## src/rtl/spi_wb_loader_pkg.sv

```systemverilog
// Shared definitions for the SPI-to-Wishbone loader: command codes and FSM state types.
package bk_pkg;

  localparam logic [7:0] CMD_WR_WORD = 8'h01;
  localparam logic [7:0] CMD_WR_BYTE = 8'h02;

  typedef enum logic [2:0] {
    S_IDLE,
    S_CMD,
    S_ALO,
    S_AHI,
    S_DATA,
    S_SKIP
  } parse_state_e;

  typedef enum logic [0:0] {
    B_IDLE,
    B_WAIT
  } bus_state_e;

endpackage

```

## src/rtl/spi_wb_loader_if.sv

```systemverilog
// Wishbone write-only initiator bundle between the loader and the memory/register slaves.
interface spi_wb_loader_if;
  // Handshake: while wb_stb=1 the initiator holds wb_adr/wb_dat_o/wb_sel stable; the
  // transfer completes on the rising edge where the slave drives wb_ack=1.
  logic [15:0] wb_adr;
  logic [15:0] wb_dat_o;
  logic [1:0]  wb_sel;
  logic        wb_cyc;
  logic        wb_stb;
  logic        wb_we;
  logic        wb_ack;

  modport master (
    output wb_adr, wb_dat_o, wb_sel, wb_cyc, wb_stb, wb_we,
    input  wb_ack
  );

  modport slave (
    input  wb_adr, wb_dat_o, wb_sel, wb_cyc, wb_stb, wb_we,
    output wb_ack
  );
endinterface

```

## src/rtl/spi_rx_sync.sv

```systemverilog
// Oversampling SPI mode-0 receiver: synchronizers, SCK edge detect, MSB-first shifter,
// and registered byte/frame-edge pulses in the system clock domain.
module spi_rx_sync
  import bk_pkg::*;
#(
  parameter int SYNC = 2
) (
  input  logic       clk,
  input  logic       rst_n,
  input  logic       sck,
  input  logic       ss_n,
  input  logic       di,
  output logic [7:0] rx_byte,
  output logic       byte_valid,
  output logic       ss_fall,
  output logic       ss_rise
);

  logic [SYNC-1:0] sck_sr, ss_sr, di_sr;
  logic            sck_d, ss_d;
  logic [2:0]      bit_cnt;
  logic            sck_s, ss_s, di_s, sck_rise;

  assign sck_s    = sck_sr[SYNC-1];
  assign ss_s     = ss_sr[SYNC-1];
  assign di_s     = di_sr[SYNC-1];
  assign sck_rise = sck_s & ~sck_d;

  // SS chain resets to the inactive level so reset release never looks like a frame start.
  always_ff @(posedge clk or negedge rst_n) begin
    if (!rst_n) begin
      sck_sr     <= '0;
      ss_sr      <= '1;
      di_sr      <= '0;
      sck_d      <= 1'b0;
      ss_d       <= 1'b1;
      bit_cnt    <= 3'd0;
      rx_byte    <= 8'h00;
      byte_valid <= 1'b0;
      ss_fall    <= 1'b0;
      ss_rise    <= 1'b0;
    end else begin
      sck_sr     <= {sck_sr[SYNC-2:0], sck};
      ss_sr      <= {ss_sr[SYNC-2:0], ss_n};
      di_sr      <= {di_sr[SYNC-2:0], di};
      sck_d      <= sck_s;
      ss_d       <= ss_s;
      ss_fall    <= ~ss_s & ss_d;
      ss_rise    <= ss_s & ~ss_d;
      byte_valid <= 1'b0;
      if (ss_s) begin
        bit_cnt <= 3'd0;
      end else if (sck_rise) begin
        rx_byte <= {rx_byte[6:0], di_s};
        bit_cnt <= bit_cnt + 3'd1;
        if (bit_cnt == 3'd7) byte_valid <= 1'b1;
      end
    end
  end

endmodule

```

## src/rtl/spi_wb_loader.sv

```systemverilog
// Host-to-Wishbone loader: parses SPI frames (cmd, address, payload) and issues one
// Wishbone write per completed word or byte, with ack timeout and overflow reporting.
module spi_wb_loader
  import bk_pkg::*;
#(
  parameter int TIMEOUT = 255,
  parameter int SYNC    = 2
) (
  input  logic            wb_clk,
  input  logic            sys_init_n,
  input  logic            SPI_SCK,
  input  logic            SPI_SS3,
  input  logic            SPI_DI,
  spi_wb_loader_if.master wb,
  output logic            busy,
  output logic            err,
  output logic [15:0]     wcount,
  output parse_state_e    parse_state,
  output bus_state_e      bus_state
);

  localparam int TW = $clog2(TIMEOUT + 1);

  logic [7:0]    rx_byte;
  logic          byte_valid, ss_fall, ss_rise;
  parse_state_e  parse_q, parse_d;
  bus_state_e    bus_q, bus_d;
  logic          mode_word, half;
  logic [7:0]    adr_lo_q, lo_q;
  logic [15:0]   adr;
  logic          pend_vld, pend_word;
  logic [15:0]   pend_dat;
  logic [TW-1:0] tcnt;
  logic          req;
  logic [15:0]   req_dat;
  logic          issue, done_ack, done_to, ovf, adr_load;
  logic [15:0]   adr_q, dat_q;
  logic [1:0]    sel_q;

  spi_rx_sync #(.SYNC(SYNC)) u_rx (
    .clk        (wb_clk),
    .rst_n      (sys_init_n),
    .sck        (SPI_SCK),
    .ss_n       (SPI_SS3),
    .di         (SPI_DI),
    .rx_byte    (rx_byte),
    .byte_valid (byte_valid),
    .ss_fall    (ss_fall),
    .ss_rise    (ss_rise)
  );

  always_ff @(posedge wb_clk or negedge sys_init_n) begin
    if (!sys_init_n) parse_q <= S_IDLE;
    else             parse_q <= parse_d;
  end

  always_comb begin
    parse_d = parse_q;
    req     = 1'b0;
    req_dat = 16'h0000;
    case (parse_q)
      S_IDLE, S_SKIP: parse_d = parse_q;
      S_CMD: if (byte_valid)
        parse_d = (rx_byte == CMD_WR_WORD || rx_byte == CMD_WR_BYTE) ? S_ALO : S_SKIP;
      S_ALO: if (byte_valid) parse_d = S_AHI;
      S_AHI: if (byte_valid) parse_d = S_DATA;
      S_DATA: if (byte_valid) begin
        if (!mode_word) begin
          req     = 1'b1;
          req_dat = {rx_byte, rx_byte};
        end else if (half) begin
          req     = 1'b1;
          req_dat = {rx_byte, lo_q};
        end
      end
      default: parse_d = S_IDLE;
    endcase
    // Frame edges override everything; a frame end drops any half-built word.
    if (ss_rise) begin
      parse_d = S_IDLE;
      req     = 1'b0;
    end
    if (ss_fall) parse_d = S_CMD;
  end

  assign adr_load = (parse_q == S_AHI) && byte_valid && !ss_rise;

  always_ff @(posedge wb_clk or negedge sys_init_n) begin
    if (!sys_init_n) begin
      mode_word <= 1'b0;
      half      <= 1'b0;
      adr_lo_q  <= 8'h00;
      lo_q      <= 8'h00;
    end else begin
      if (ss_fall || ss_rise) begin
        half <= 1'b0;
      end else if (parse_q == S_DATA && byte_valid && mode_word) begin
        half <= ~half;
        if (!half) lo_q <= rx_byte;
      end
      if (parse_q == S_CMD && byte_valid) mode_word <= (rx_byte == CMD_WR_WORD);
      if (parse_q == S_ALO && byte_valid) adr_lo_q <= rx_byte;
    end
  end

  always_ff @(posedge wb_clk or negedge sys_init_n) begin
    if (!sys_init_n) bus_q <= B_IDLE;
    else             bus_q <= bus_d;
  end

  always_comb begin
    bus_d    = bus_q;
    issue    = 1'b0;
    done_ack = 1'b0;
    done_to  = 1'b0;
    case (bus_q)
      B_IDLE: if (pend_vld) begin
        bus_d = B_WAIT;
        issue = 1'b1;
      end
      B_WAIT: if (wb.wb_ack) begin
        bus_d    = B_IDLE;
        done_ack = 1'b1;
      end else if (tcnt == TW'(TIMEOUT - 1)) begin
        // Counter reaches TIMEOUT on this edge: abandon the cycle.
        bus_d   = B_IDLE;
        done_to = 1'b1;
      end
      default: bus_d = B_IDLE;
    endcase
  end

  // A request in the same cycle pend is consumed just refills it.
  assign ovf = req && pend_vld && !issue;

  always_ff @(posedge wb_clk or negedge sys_init_n) begin
    if (!sys_init_n) begin
      pend_vld  <= 1'b0;
      pend_word <= 1'b0;
      pend_dat  <= 16'h0000;
      adr       <= 16'h0000;
      adr_q     <= 16'h0000;
      dat_q     <= 16'h0000;
      sel_q     <= 2'b00;
      tcnt      <= '0;
      wcount    <= 16'h0000;
      err       <= 1'b0;
    end else begin
      if (req) begin
        pend_vld  <= 1'b1;
        pend_dat  <= req_dat;
        pend_word <= mode_word;
      end else if (issue) begin
        pend_vld <= 1'b0;
      end
      if (issue) begin
        adr_q <= adr;
        dat_q <= pend_dat;
        sel_q <= pend_word ? 2'b11 : (adr[0] ? 2'b10 : 2'b01);
        tcnt  <= '0;
      end else if (bus_q == B_WAIT) begin
        tcnt <= tcnt + TW'(1);
      end
      // Address advances on completion whether acked or dropped; word writes carry sel=11.
      if (adr_load)
        adr <= {rx_byte, adr_lo_q[7:1], adr_lo_q[0] & ~mode_word};
      else if (done_ack || done_to)
        adr <= adr + ((sel_q == 2'b11) ? 16'd2 : 16'd1);
      if (ss_fall)       wcount <= 16'h0000;
      else if (done_ack) wcount <= wcount + 16'd1;
      if (done_to || ovf) err <= 1'b1;
      else if (ss_fall)   err <= 1'b0;
    end
  end

  assign wb.wb_adr   = adr_q;
  assign wb.wb_dat_o = dat_q;
  assign wb.wb_sel   = sel_q;
  assign wb.wb_cyc   = (bus_q == B_WAIT);
  assign wb.wb_stb   = (bus_q == B_WAIT);
  assign wb.wb_we    = (bus_q == B_WAIT);

  assign busy        = (parse_q != S_IDLE) || pend_vld || (bus_q != B_IDLE);
  assign parse_state = parse_q;
  assign bus_state   = bus_q;

endmodule

```

## src/flat_wrapper.sv

```systemverilog
// flat-port wrapper written by rule: the top's interface ports become plain ports
module spi_wb_loader_flat import bk_pkg::*;
#(
  parameter int TIMEOUT = 255,
  parameter int SYNC    = 2
)
  (wb_clk, sys_init_n, SPI_SCK, SPI_SS3, SPI_DI, busy, err, wcount, parse_state, bus_state, wb_wb_adr, wb_wb_dat_o, wb_wb_sel, wb_wb_cyc, wb_wb_stb, wb_wb_we, wb_wb_ack);
  spi_wb_loader_if wb_i ();
  input  logic wb_clk;
  input  logic sys_init_n;
  input  logic SPI_SCK;
  input  logic SPI_SS3;
  input  logic SPI_DI;
  output logic busy;
  output logic err;
  output logic [15:0] wcount;
  output parse_state_e parse_state;
  output bus_state_e bus_state;
  output wire logic [$bits(wb_i.wb_adr)-1:0] wb_wb_adr;
  output wire logic [$bits(wb_i.wb_dat_o)-1:0] wb_wb_dat_o;
  output wire logic [$bits(wb_i.wb_sel)-1:0] wb_wb_sel;
  output wire logic [$bits(wb_i.wb_cyc)-1:0] wb_wb_cyc;
  output wire logic [$bits(wb_i.wb_stb)-1:0] wb_wb_stb;
  output wire logic [$bits(wb_i.wb_we)-1:0] wb_wb_we;
  input wire logic [$bits(wb_i.wb_ack)-1:0] wb_wb_ack;
  assign wb_wb_adr = wb_i.wb_adr;
  assign wb_wb_dat_o = wb_i.wb_dat_o;
  assign wb_wb_sel = wb_i.wb_sel;
  assign wb_wb_cyc = wb_i.wb_cyc;
  assign wb_wb_stb = wb_i.wb_stb;
  assign wb_wb_we = wb_i.wb_we;
  assign wb_i.wb_ack = wb_wb_ack;
  spi_wb_loader #(.TIMEOUT(TIMEOUT), .SYNC(SYNC)) u_core (.wb_clk(wb_clk), .sys_init_n(sys_init_n), .SPI_SCK(SPI_SCK), .SPI_SS3(SPI_SS3), .SPI_DI(SPI_DI), .wb(wb_i), .busy(busy), .err(err), .wcount(wcount), .parse_state(parse_state), .bus_state(bus_state));
endmodule
```

## config.mk

```make
export PLATFORM = sky130hd
export DESIGN_NAME = spi_wb_loader_flat
export DESIGN_NICKNAME = d
export VERILOG_FILES = /design/src/rtl/spi_wb_loader_pkg.sv /design/src/rtl/spi_wb_loader_if.sv /design/src/rtl/spi_rx_sync.sv /design/src/rtl/spi_wb_loader.sv /design/src/flat_wrapper.sv
export SDC_FILE = /design/constraint.sdc
export NUM_CORES = 1
export LEC_CHECK = 0
export BUFFER_PORTS_ARGS = -buffer_cell sky130_fd_sc_hd__buf_2
export CAP_MARGIN = 20
export CORE_MARGIN = 1
export CORE_UTILIZATION = 50
export CTS_BUF_LIST = sky130_fd_sc_hd__clkbuf_4
export DETAILED_ROUTE_END_ITERATION = 12
export MAX_ROUTING_LAYER = met4
export PLACE_DENSITY_LB_ADDON = 0.05
export SYNTH_ARGS = -nofsm -noshare
export SYNTH_HDL_FRONTEND = slang
export SYNTH_SLANG_ARGS = --single-unit
```

## constraint.sdc

```tcl
create_clock -name wb_clk -period 2.2 [get_ports wb_clk]
set_clock_uncertainty 0.15 [all_clocks]
set_input_delay 0.11 -clock wb_clk [delete_from_list [all_inputs] [get_ports wb_clk]]
set_output_delay 0.11 -clock wb_clk [all_outputs]
set_load 0.005 [all_outputs]
```

==> results of run 1 <==
## Yosys cell counts (2+ instances only)
cell      instances  area (um^2)
o21ai_0          17         85.1
and3_1            3         18.8
xor2_1            7         61.3
buf_4             3         22.5
o211ai_1          7         52.6
nand4_1          13         81.3
mux2i_1          13          130
clkbuf_1         21         78.8
or3_1             2         12.5
buf_2             4         20.0
mux2_2           55          619
dfstp_2           3         78.8
inv_1            12         45.0
nor3_1            4         20.0
o31ai_1          16          120
ha_1              7         87.6
nand3_1          17         85.1
and4_1            6         52.6
mux2_4            8          120
and2_1            6         37.5
nor2_1           36          135
buf_6             2         22.5
a22o_1            2         17.5
a21oi_1          16         80.1
a31oi_1          11         68.8
o31a_1            2         17.5
nor2b_1           7         43.8
nand2b_1          3         18.8
dfrtp_1         134         3350
or4_1            21          158
a21o_1            2         15.0
nand2_1          37          139
nor4_1            3         18.8
xnor2_1           6         52.6
## critical path: cells and delay by family, from the launching register on
kind	cells	cell delay (ns)
and+or+nand+nor	2	0.61
adders and majority gates	2	0.48
DFF	1	0.41
buffers and inverters	2	0.21
AOI/OAI and AO/OA	1	0.18
## stage by stage
step           setup WS, ns  hold WS, ns  TNS (ns)
2_1_floorplan       0.00138       -0.336         0
3_3_place_gp         0.0581      -0.0482         0
5_1_grt             -0.0193      0.00792   -0.0434
3_5_place_dp       -0.00609      -0.0460  -0.00987
4_1_cts              0.0402       0.0161         0
6_report             0.0726       0.0609         0
## report_power, final
part / leakage (uW) / switching [uW] / total, uW / internal [uW]
Clock: 0.000175 / 898 / 1910 / 1020
Sequential: 0.00180 / 54.6 / 2640 / 2590
Combinational: 0.00164 / 262 / 448 / 186
## area by class of cell
class,count,area [um^2],area share [%]
Sequential cell,137,3430,47.7
Multi-Input combinational cell,337,2470,34.3
Timing Repair Buffer,105,727,10.1
Clock inverter,14,204,2.83
Tap cell,143,179,2.49
Clock buffer,18,135,1.88
Inverter,12,45.0,0.626
Antenna cell,1,2.50,0.0348
## registers in the layout, summed over array words and instances (netlist names), 2 cells and up
signal / flops
u_core.adr_lo_q: 8
u_core.wb.wb_adr: 16
u_core.u_rx.sck_sr: 2
u_core.wb.wb_sel: 2
u_core.parse_state: 3
u_core.tcnt: 8
u_core.wcount: 16
u_core.lo_q: 8
u_core.u_rx.rx_byte: 8
u_core.wb.wb_dat_o: 16
u_core.u_rx.bit_cnt: 3
u_core.u_rx.ss_sr: 2
u_core.pend_dat: 16
u_core.u_rx.di_sr: 2
u_core.adr: 16
## how the worst max path moves through the flow
| stage | startpoint | endpoint | slack (ns) | depth (start not counted) |
|---|---|---|---|---|
| 2_1_floorplan | u_core.wb.wb_sel[0] | u_core.adr[10] | 0.001 | 7 |
| 3_3_place_gp | u_core.wb.wb_sel[0] | u_core.adr[14] | 0.06 | 6 |
| 3_5_place_dp | u_core.wb.wb_sel[1] | u_core.adr[4] | -0.006 | 6 |
| 4_1_cts | u_core.tcnt[0] | u_core.adr[13] | 0.04 | 7 |
| 5_1_grt | u_core.wb.wb_sel[0] | u_core.adr[8] | -0.02 | 7 |
| 6_report | u_core.wb.wb_sel[0] | u_core.adr[4] | 0.07 | 7 |
## placed cells by master, fill, tap and decap left out, types with 17 or more instances in the layout
| cell type | Yosys | routed |
|---|---|---|
| buf_2 | 4 | 63 |
| nand2_1 | 37 | 36 |
| o21ai_0 | 17 | 17 |
| nor2_1 | 36 | 36 |
| buf_4 | 3 | 28 |
| mux2_2 | 55 | 55 |
| clkbuf_4 | 0 | 18 |
| or4_1 | 21 | 21 |
| nand3_1 | 17 | 17 |
| dfrtp_1 | 134 | 134 |
## layer usage
metal	vias up	share of wire (%)	GRT usage, %
met1	2146	49	29.6
met4	0	1.5	7.64
met3	14	3.6	4.86
met2	102	46	32.0
met5	-	0	-
li1	2069	-	-
## logic make-up (layout without fill, tap and decap cells)
logic type | after synthesis | count (layout) | synth area share, %
buffers and inverters | 42 | 149 | 3.11
xor gates and xnor gates | 13 | 13 | 1.88
and+or+nand+nor | 163 | 163 | 14.2
DFF | 137 | 137 | 56.6
adders and majority gates | 8 | 8 | 1.77
AOI/OAI and AO/OA | 77 | 77 | 8.11
other | 0 | 1 | 0
muxes | 76 | 76 | 14.3
## repair_timing
action,in CTS,in global routing
hold endpoints to repair,144,0
gates cloned,0,1
endpoints found under the setup margin,5,9
setup buffers,0,6
resized for setup,1,5
hold buffers,6,0
pin swaps,0,5
==> results.py, run 1 <==
metrics = {
    "die": {
        "dieArea_mm2": 0.0126,
        "die_w_um": 112,
        "ios": 65,
        "fp.coreArea_mm2": 0.0116,
        "rows": 39,
        "dieHeight_um": 112,
        "start_util_pct": 52.2,
    },
    "layout": {
        "area_growth_pct": 18.6,
        "num-fill-cells": 970,
        "num-nets-final": 624,
        "fin_util_pct": 61.9,
        "fin_cells": 767,
        "design_area_mm2": 0.00719,
        "drive_gt1_share_pct": 32.1,
    },
    "min_path": {
        "holdPathStages": 2,
        "hold_start": "SPI_DI",
        "min_to": "u_core.u_rx.di_sr[0]",
        "hold_class": "input pin to flop",
    },
    "setup_path": {
        "worstReg2RegStart": "u_core.wb.wb_sel[0]",
        "worstSetupEndpointType": "flop",
        "cp_data_required_time_ns": 2.51,
        "reg2reg_to": "u_core.adr[4]",
        "worstPathMaxFanout": 6,
        "crit_slowest_cell": "or4_1",
        "startpoint_type": "flop",
        "r2r_cells": 7,
        "slowest_delay_ns": 0.51,
        "path_cells": "nand2_2 > ha_4 > inv_1 > fa_2 > buf_4 > or4_1 > a31oi_1",
        "worstSetupPathType": "flop to flop",
        "reg2reg_slack_ns": 0.07,
        "cp_data_arrival_time_ns": 2.43,
    },
    "clock_tree": {
        "cts_buffers": 17,
        "cts_tree": "built",
        "clock-sinks": 137,
        "clk_root_buffer_cell": "clkbuf_4",
        "cts.path.max_buffers": 2,
        "h-tree-depth": 4,
        "clk_latency_ns": 0.53,
        "clk_pin_slew_ns": 0.12,
    },
    "routing": {
        "routed_wl_um": 12400,
        "drt_drc_violations_left": 4,
        "vias_per_cell": 5.65,
        "first_pass_iters": 8,
        "drtIter0Drc": 290,
        "via_count": 4331,
        "detail_route.wl_per_cell_um": 16.2,
        "ant_nets": 0,
    },
    "sta": {
        "worstMarginPinSlew_ns": 0.505,
        "rsz0062_at_grt": "yes",
        "max_freq_ghz": 0.470,
        "finalSetupViolCount": 0,
        "fin_crit_ns": 2.13,
        "slew_violations": 0,
        "period_share_pct": 96.7,
        "slew_headroom_pct": 66.4,
        "timing_hold_violations_final": 0,
    },
    "logic_synthesis": {
        "synth.cell_area_mm2": 0.00607,
        "synth.distinct_cells": 44,
        "ys_async_sr_fraction_pct": 100,
        "synth_fp_nets": 530,
        "avgSynthCellArea_um2": 11.8,
        "ys_warn_count": 0,
        "syn_inst": 516,
        "synth_top_flop_cell": "dfrtp_1",
        "synth_edf_count": 0,
        "synth_seq_area_share_pct": 56.6,
        "ys_seq_elements": 137,
    },
    "placed_design": {
        "place_inst": 721,
        "io_buffers": 64,
        "dp.final_hpwl_um": 8270,
        "placed_area_mm2": 0.00670,
        "place_congestion": 0.774,
    },
    "run_status": {
        "status": "finished, violations left",
        "violations": "DRC",
    },
    "global_routing": {
        "antenna_found_initial": 1,
        "grt_max_degree": 54,
        "grt_overflow_total": 0,
        "grt_pass1_vias": 4106,
        "grt_pass1_wl_um": 20600,
        "gr-usage-all-layers_pct": 21.7,
    },
    "pwr": {
        "p_total_uw": 5000,
        "powerDensity_mw_per_mm2": 696,
        "vdd_ir_drop_max_v": 0.000396,
        "p_leak_uw": 0.00361,
    },
    "run": {
        "max_cap_viol_count": 0,
    },
}
No activity file was read; power rests on OpenSTA's default activity.
==> inputs of run 2 (changes only) <==
==> constraint.sdc (replaced) <==
create_clock -name wb_clk -period 2.5 [get_ports wb_clk]
set_clock_uncertainty 0.15 [all_clocks]
set_input_delay 0.125 -clock wb_clk [delete_from_list [all_inputs] [get_ports wb_clk]]
set_output_delay 0.125 -clock wb_clk [all_outputs]
set_load 0.005 [all_outputs]
==> results.py, run 2 (same netlist as run 1, synthesis figures left out) <==
metrics = {
    "routing": {
        "via_count": 4216,
        "ant_nets": 0,
        "drt_drc_violations_left": 4,
        "routed_wl_um": 12300,
        "wl_met1_um": 6020,
        "detail_route.wl_per_cell_um": 16.4,
        "drtIter0Drc": 262,
        "first_pass_iters": 8,
        "wl_met3_um": 440,
        "vias_per_cell": 5.61,
        "wl_met2_um": 5710,
        "top_layer_used": "met4",
    },
    "layout": {
        "design_area_mm2": 0.00694,
        "fin_util_pct": 59.8,
        "num-fill-cells": 971,
        "fin_cells": 751,
        "drive_gt1_share_pct": 29.4,
        "final_cell_mix": "134 x dfrtp_1, 63 x buf_2, 55 x mux2_2",
        "area_growth_pct": 14.4,
        "n_antenna_cell": 0,
        "final_common_cell": "dfrtp_1",
        "num-nets-final": 609,
    },
    "clock_tree": {
        "h-tree-depth": 4,
        "cts_setup_buffers": 0,
        "clk_root_buffer_cell": "clkbuf_4",
        "cts_buffers": 17,
        "clk_pin_slew_ns": 0.11,
        "cts_tree": "built",
        "cts.path.max_buffers": 2,
        "clk_latency_ns": 0.55,
        "clock-sinks": 137,
    },
    "sta": {
        "period_share_pct": 94.7,
        "final.setup.tns_ns": 0,
        "max_freq_ghz": 0.423,
        "timing_hold_violations_final": 0,
        "slew_violations": 0,
        "slew_headroom_pct": 66.5,
        "fin_crit_ns": 2.37,
        "worstMarginPinSlew_ns": 0.502,
        "rsz0062_at_grt": "no",
        "finalSetupViolCount": 0,
        "whs_ns": 0.0633,
    },
    "global_routing": {
        "grt_max_degree": 48,
        "antenna_found_initial": 0,
        "grt_overflow_total": 0,
        "grt_pass1_vias": 4096,
        "gr-usage-all-layers_pct": 22.3,
        "grt_pass1_wl_um": 21000,
    },
    "setup_path": {
        "cp_data_required_time_ns": 2.82,
        "worstPathMaxFanout": 14,
        "worstSetupEndpointType": "flop",
        "worstSetupPathType": "flop to flop",
        "startpoint_type": "flop",
        "cp_data_arrival_time_ns": 2.69,
    },
    "die": {
        "ios": 65,
        "die_w_um": 112,
        "rows": 39,
        "dieArea_mm2": 0.0126,
        "fp.coreArea_mm2": 0.0116,
        "dieHeight_um": 112,
        "start_util_pct": 52.2,
    },
    "run_status": {
        "status": "finished, violations left",
        "violations": "DRC",
    },
    "placed_design": {
        "dp.final_hpwl_um": 8370,
        "place_inst": 712,
        "placed_area_mm2": 0.00660,
        "place_congestion": 0.795,
        "io_buffers": 64,
    },
    "pwr": {
        "p_leak_uw": 0.00349,
        "powerDensity_mw_per_mm2": 583,
        "vdd_ir_drop_max_v": 0.000313,
    },
    "min_path": {
        "hold_class": "input pin to flop",
    },
    "run": {
        "max_cap_viol_count": 0,
    },
}
==> run 2: power breakdown <==
group / switching [uW] / total (uW) / internal [uW]
registers: 96.6 / 2370 / 2280
clock network: 755 / 1360 / 604
logic: 178 / 314 / 136
==> run 2: metal layers <==
metal / up-vias / track usage, %
met5: - / -
met2: 84 / 33.2
li1: 2034 / -
met3: 9 / 5.56
met1: 2089 / 29.8
met4: 0 / 7.91
==> run 2: final cells by class <==
| cell class | instances | area (um^2) | area share [%] |
|---|---|---|---|
| clock buffer | 20 | 150 | 2.16 |
| tap | 143 | 179 | 2.58 |
| sequential | 137 | 3430 | 49.4 |
| inverter | 12 | 45.0 | 0.649 |
| multi-input combinational | 337 | 2450 | 35.2 |
| clock inverter | 12 | 108 | 1.55 |
| timing repair buffer | 90 | 582 | 8.38 |
==> run 2: through the flow <==
stage | setup slack, ns | total power, uW
final | 0.133 | 4050
after global routing | 0.0421 | 4230
after CTS | 0.147 | 4100
after detailed placement | 0.144 | 2720
after global placement | 0.250 | 2720
after floorplan | 0.278 | 2530
==> run 2: timing repair <==
| item | CTS | global route |
|---|---|---|
| hold buffers | 7 | 0 |
| hold endpoints to repair | 146 | 0 |
| gates resized for setup | 0 | 0 |
==> run 2: final timing paths <==
check                                startpoint                    to  slack (ns)  cells after the start
min in group asynchronous            sys_init_n  u_core.u_rx.ss_sr[0]        0.54                      3
min reg2reg                u_core.u_rx.di_sr[0]  u_core.u_rx.di_sr[1]        0.21                      0
max reg2reg                 u_core.wb.wb_sel[0]        u_core.adr[14]        0.13                      6
max                         u_core.wb.wb_sel[0]        u_core.adr[14]        0.13                      6
max in group asynchronous            sys_init_n      u_core.u_rx.ss_d        1.28                      4
min                                      SPI_DI  u_core.u_rx.di_sr[0]        0.06                      2
==> run 2: critical path, cell delays in order, from the launching register on <==
cell and delay, ns:
dfrtp_1 0.41, nand2_1 0.14, ha_1 0.22, inv_1 0.07, fa_1 0.56, or4_1 0.57
a31oi_1 0.18
